--- src/rtl/vga_timing_ctrl.sv ---
// vga_timing_ctrl: 640x480 VGA raster timing source for the pixel path.
//   Free-running hcount/vcount drive the color generator; sync and display
//   enable are delayed two clocks so they line up with the generator's
//   registered color, which is blanked outside the active area.
// Ports:
//   clk, rst_n        clock, synchronous active-low reset
//   pix_en            pixel tick; counters advance only when high
//   hcount, vcount    raster position (registered)
//   r_in/g_in/b_in    color from the generator, one clk after hcount/vcount
//   r/g/b             blanked color to the pins
//   hsync, vsync      active-low syncs, aligned with r/g/b
//   frame_start       one-clk pulse after the (H_TOTAL-1,V_TOTAL-1) tick
// Optional feature: define VGA_BORDER_EN to force white on the active-area border.
`timescale 1ns/1ps
module vga_timing_ctrl #(
  parameter int unsigned H_ACTIVE = 640,
  parameter int unsigned H_FP     = 16,
  parameter int unsigned H_SYNC   = 96,
  parameter int unsigned H_BP     = 48,
  parameter int unsigned V_ACTIVE = 480,
  parameter int unsigned V_FP     = 10,
  parameter int unsigned V_SYNC   = 2,
  parameter int unsigned V_BP     = 33
) (
  input  logic        clk,
  input  logic        rst_n,
  input  logic        pix_en,
  output logic [10:0] hcount,
  output logic [9:0]  vcount,
  input  logic [1:0]  r_in,
  input  logic [1:0]  g_in,
  input  logic [1:0]  b_in,
  output logic [1:0]  r,
  output logic [1:0]  g,
  output logic [1:0]  b,
  output logic        hsync,
  output logic        vsync,
  output logic        frame_start
);

  localparam int unsigned HW = 11;
  localparam int unsigned VW = 10;
  localparam int unsigned CW = 2;
  localparam int unsigned H_TOTAL = H_ACTIVE + H_FP + H_SYNC + H_BP;
  localparam int unsigned V_TOTAL = V_ACTIVE + V_FP + V_SYNC + V_BP;

  localparam logic [HW-1:0] H_LAST   = HW'(H_TOTAL - 1);
  localparam logic [HW-1:0] H_ACT    = HW'(H_ACTIVE);
  localparam logic [HW-1:0] HS_BEG   = HW'(H_ACTIVE + H_FP);
  localparam logic [HW-1:0] HS_END   = HW'(H_ACTIVE + H_FP + H_SYNC);
  localparam logic [VW-1:0] V_LAST   = VW'(V_TOTAL - 1);
  localparam logic [VW-1:0] V_ACT    = VW'(V_ACTIVE);
  localparam logic [VW-1:0] VS_BEG   = VW'(V_ACTIVE + V_FP);
  localparam logic [VW-1:0] VS_END   = VW'(V_ACTIVE + V_FP + V_SYNC);
`ifdef VGA_BORDER_EN
  localparam logic [HW-1:0] H_ACT_LAST = HW'(H_ACTIVE - 1);
  localparam logic [VW-1:0] V_ACT_LAST = VW'(V_ACTIVE - 1);
`endif

  logic [HW-1:0] hcount_q, hcount_d;
  logic [VW-1:0] vcount_q, vcount_d;
  logic          frame_start_q, frame_start_d;
  logic          h_wrap_c, v_wrap_c;
  logic          de0_c, hs0_c, vs0_c;
  logic          de1_q, hs1_q, vs1_q;
  logic [CW-1:0] r_q, g_q, b_q, r_d, g_d, b_d;
  logic          hsync_q, vsync_q;
`ifdef VGA_BORDER_EN
  logic          bd0_c, bd1_q;
`endif

  // Raster counters and frame pulse next-state
  always_comb begin
    hcount_d      = hcount_q;
    vcount_d      = vcount_q;
    h_wrap_c      = (hcount_q == H_LAST);
    v_wrap_c      = (vcount_q == V_LAST);
    frame_start_d = pix_en && h_wrap_c && v_wrap_c;
    if (pix_en) begin
      if (h_wrap_c) begin
        hcount_d = '0;
        vcount_d = v_wrap_c ? '0 : vcount_q + VW'(1);
      end else begin
        hcount_d = hcount_q + HW'(1);
      end
    end
  end

  // Stage-0 decode straight from the counters
  always_comb begin
    de0_c = (hcount_q < H_ACT) && (vcount_q < V_ACT);
    hs0_c = !((hcount_q >= HS_BEG) && (hcount_q < HS_END));
    vs0_c = !((vcount_q >= VS_BEG) && (vcount_q < VS_END));
`ifdef VGA_BORDER_EN
    bd0_c = de0_c && ((hcount_q == '0) || (hcount_q == H_ACT_LAST) ||
                      (vcount_q == '0) || (vcount_q == V_ACT_LAST));
`endif
  end

  // Stage-2 color select: blank outside active area (border overrides)
  always_comb begin
    r_d = '0;
    g_d = '0;
    b_d = '0;
    if (de1_q) begin
      r_d = r_in;
      g_d = g_in;
      b_d = b_in;
    end
`ifdef VGA_BORDER_EN
    if (bd1_q) begin
      r_d = '1;
      g_d = '1;
      b_d = '1;
    end
`endif
  end

  // Counters gated by pix_en; both pipeline stages run every clk
  always_ff @(posedge clk) begin
    if (!rst_n) begin
      hcount_q      <= '0;
      vcount_q      <= '0;
      frame_start_q <= 1'b0;
      de1_q         <= 1'b0;
      hs1_q         <= 1'b1;
      vs1_q         <= 1'b1;
      r_q           <= '0;
      g_q           <= '0;
      b_q           <= '0;
      hsync_q       <= 1'b1;
      vsync_q       <= 1'b1;
    end else begin
      hcount_q      <= hcount_d;
      vcount_q      <= vcount_d;
      frame_start_q <= frame_start_d;
      de1_q         <= de0_c;
      hs1_q         <= hs0_c;
      vs1_q         <= vs0_c;
      r_q           <= r_d;
      g_q           <= g_d;
      b_q           <= b_d;
      hsync_q       <= hs1_q;
      vsync_q       <= vs1_q;
    end
  end

`ifdef VGA_BORDER_EN
  always_ff @(posedge clk) begin
    if (!rst_n) bd1_q <= 1'b0;
    else        bd1_q <= bd0_c;
  end
`endif

  assign hcount      = hcount_q;
  assign vcount      = vcount_q;
  assign frame_start = frame_start_q;
  assign r           = r_q;
  assign g           = g_q;
  assign b           = b_q;
  assign hsync       = hsync_q;
  assign vsync       = vsync_q;

endmodule

--- config.mk ---
export PLATFORM = sky130hd
export DESIGN_NAME = vga_timing_ctrl
export DESIGN_NICKNAME = d
export VERILOG_FILES = /design/src/rtl/vga_timing_ctrl.sv
export SDC_FILE = /design/constraint.sdc
export NUM_CORES = 1
export LEC_CHECK = 0
export CAP_MARGIN = 25
export CORE_MARGIN = 5
export CORE_UTILIZATION = 36
export CTS_BUF_LIST = sky130_fd_sc_hd__clkbuf_4
export DETAILED_ROUTE_END_ITERATION = 16
export DONT_BUFFER_PORTS = 1
export GPL_TIMING_DRIVEN = 0
export PLACE_DENSITY = 0.49
export SLEW_MARGIN = 20
export SYNTH_ARGS = -nofsm -noshare
export SYNTH_HDL_FRONTEND = slang
export SYNTH_SLANG_ARGS = --single-unit
--- constraint.sdc ---
create_clock -name clk -period 2.08 [get_ports clk]
set_input_delay 0.416 -clock clk [delete_from_list [all_inputs] [get_ports clk]]
set_output_delay 0.416 -clock clk [all_outputs]
set_load 0.005 [all_outputs]
==> impl_metrics.toml <==
[status]
status = "completed"

[yosys]
synth_nets = 169
synth_seq_area_share_pct = 46.8
dominantRegCellSynth = "dfxtp_1"
synth-seq-cells = 33
netlist_area_sq_um = 1410
async_flop_share_pct = 0
syn_avg_cell_area_sq_um = 8.99
synth_edf_count = 0
syn_inst = 157
ys.warnings.count = 0
netlist-cell-type-count = 39

[final_layout]
final_cell_count_no_fill = 212
nNetsFinal = 175
num_antenna_cells = 0
drive_above_1_share_pct = 10.4
syn2layout_area_growth_pct = 8.69

[floorplan]
core_area_sq_um = 3720
fp.dieW_microns = 72.6
rows = 22
design.die.area_sq_um = 5270
num_io_pins = 39
start_util_pct = 38.0
die_h_microns = 72.6

[global_routing]
grt_pass1_vias = 1113
antenna_found_initial = 0
grt_max_degree = 11
gr-total-overflow = 0
grt_pass1_wl_microns = 5300
track_usage_pct = 12.6

[critical_path]
cp-end-kind = "flip-flop"
crit_required_ns = 2.34
worstPathArrival_ns = 2.22
r2r-start = "hcount[0]$_SDFFE_PN0P_"
crit_start = "hcount[0]$_SDFFE_PN0P_"
critPathMaxFanout = 5
worstSetupStartpointType = "flip-flop"
crit_type = "flip-flop to flip-flop"

[sta]
fin_crit_ns = 1.96
setup_viol = 0
skew_ns = 0.00632
rsz0062_at_grt = "no"
fmax_mhz = 510
final_max_slew_viol_count = 0
hold_viol_final = 0
worst_pin_slew_ns = 0.533
relSlewSlack_pct = 64.1
timing.final.ws_setup_ns = 0.118
fin_crit_sh_pct = 94.3

[detailed_routing]
drt-initial-drc-count = 56
drc = 0
drtPass1Iterations = 4
drt_wl_total_microns = 3160
vias = 1152
ant_nets = 0
viasPerCell = 5.43
wl_per_cell_microns = 14.9

[clock_network]
clk_pin_slew_ns = 0.10
cts_hold_buffers = 0
tritoncts = "yes"
clockBufferDepth = 2
cts_made_buffers = 5
htreeDepth = 2
clock_sink_count = 33
insertion_delay_ns = 0.33
cts_root_buffer = "clkbuf_4"
post_cts_buffers = 0

[power_and_ir_drop]
power.density_nw_per_um2 = 658
peakVddDrop_v = 0.000255
leakagePower_uw = 0.000524

[placed_design]
place.gp.congestion = 0.806
hpwl_microns = 2350
pre_cts_ws_ns = -0.0598
port_buffers = 0
dp_cells = 205

[flow_run]
drv_cap = 0

[worst_hold_path]
min_from = "pix_en"
hp-class = "input port to flip-flop"
[cells in the mapped netlist (all sizes together), types with 4 or more instances]
cell	count	area (sq um)
dfxtp	33	661
nor2	16	60.1
nand3	12	65.1
nand2	11	43.8
xnor2	10	87.6
nor3	8	40.0
and3	7	43.8
inv	6	22.5
clkbuf	4	15.0
nand4	4	25.0
nor4	4	25.0
o21ai	4	20.0
[registers in the layout, indices dropped and copies added (netlist names)]
register,count
hcount,11
r,2
hsync,1
vcount,10
vs1_q,1
de1_q,1
frame_start,1
b,2
g,2
vsync,1
hs1_q,1
[worst max-delay path, cell delays in order (launching register included)]
cell and delay, ns:
dfxtp_4 0.39, ha_1 0.17, nand2_2 0.10, or4_4 0.58, or4b_1 0.51, a21oi_1 0.14
[layer usage]
metal	up-vias	track usage [%]	part of all wire, %
met5	-	0	0
met4	0	5.12	1.2
met3	5	6.20	8.9
met2	41	20.0	46
met1	523	14.4	43
li1	583	-	-
[timing repair]
item,in CTS,in global routing
cloned,0,0
hold endpoints to repair,0,0
setup endpoints to repair,6,10
gates resized for setup,4,6
[cell usage in the layout (no fill, tap or decap), types with 4 or more instances in the layout]
master    instances
clkbuf_4          5
nand2_1          10
o21ai_0           4
nor4_1            4
xnor2_1          10
nand3_1          11
nor3_1            8
inv_1             6
nand4_1           4
dfxtp_1          28
nor2_1           16
and3_1            7
[metrics by stage]
stage / util [%] / setup TNS (ns) / total power [uW] / cell area (sq um) / hold slack, ns
2_1_floorplan: - / 0 / 687 / 1410 / 0.386
3_3_place_gp: 39.6 / -0.0987 / 696 / 1470 / 0.389
3_5_place_dp: 39.6 / -0.179 / 697 / 1470 / 0.392
4_1_cts: 41.1 / 0 / 1030 / 1530 / 0.222
5_1_grt: 41.3 / 0 / 1060 / 1530 / 0.211
6_report: 41.3 / 0 / 1010 / 1530 / 0.232
[report_power, final]
group          switching, uW  internal [uW]  total, uW
Clock                    206            122        328
Sequential              9.93            642        652
Combinational           18.7           11.5       30.3
[area by class of cell]
class / instances / area (sq um)
fillers: 374 / 2180
multi-input cells: 114 / 717
flip-flops and latches: 33 / 672
well taps: 48 / 60.1
clock buffers: 5 / 37.5
inverters: 6 / 22.5
clock inverters: 3 / 12.5
plain buffers: 3 / 12.5
[path summary, 6_finish.rpt]
path | end | slack, ns | depth (start not counted)
max reg2reg | vcount[6]$_SDFFE_PN0P_ | 0.12 | 5
min | hcount[0]$_SDFFE_PN0P_ | 0.23 | 2
max | vcount[6]$_SDFFE_PN0P_ | 0.12 | 5
min reg2reg | vsync$_SDFF_PN1_ | 0.41 | 1
[kinds of logic (layout without fill, tap and decap cells)]
family                   count (synthesis)  in the layout  share of synthesized area [%]
AO/OA/AOI/OAI                           19             19                           9.13
XOR/XNOR                                12             12                           7.45
adder cells (fa/ha/maj)                  3              3                           2.66
buffers and inverters                   10             17                           2.66
flip-flops                              33             33                           46.8
multiplexers                             1              1                          0.709
AND/OR/NAND/NOR                         79             79                           30.6
Power figures use the tool's default switching activity.
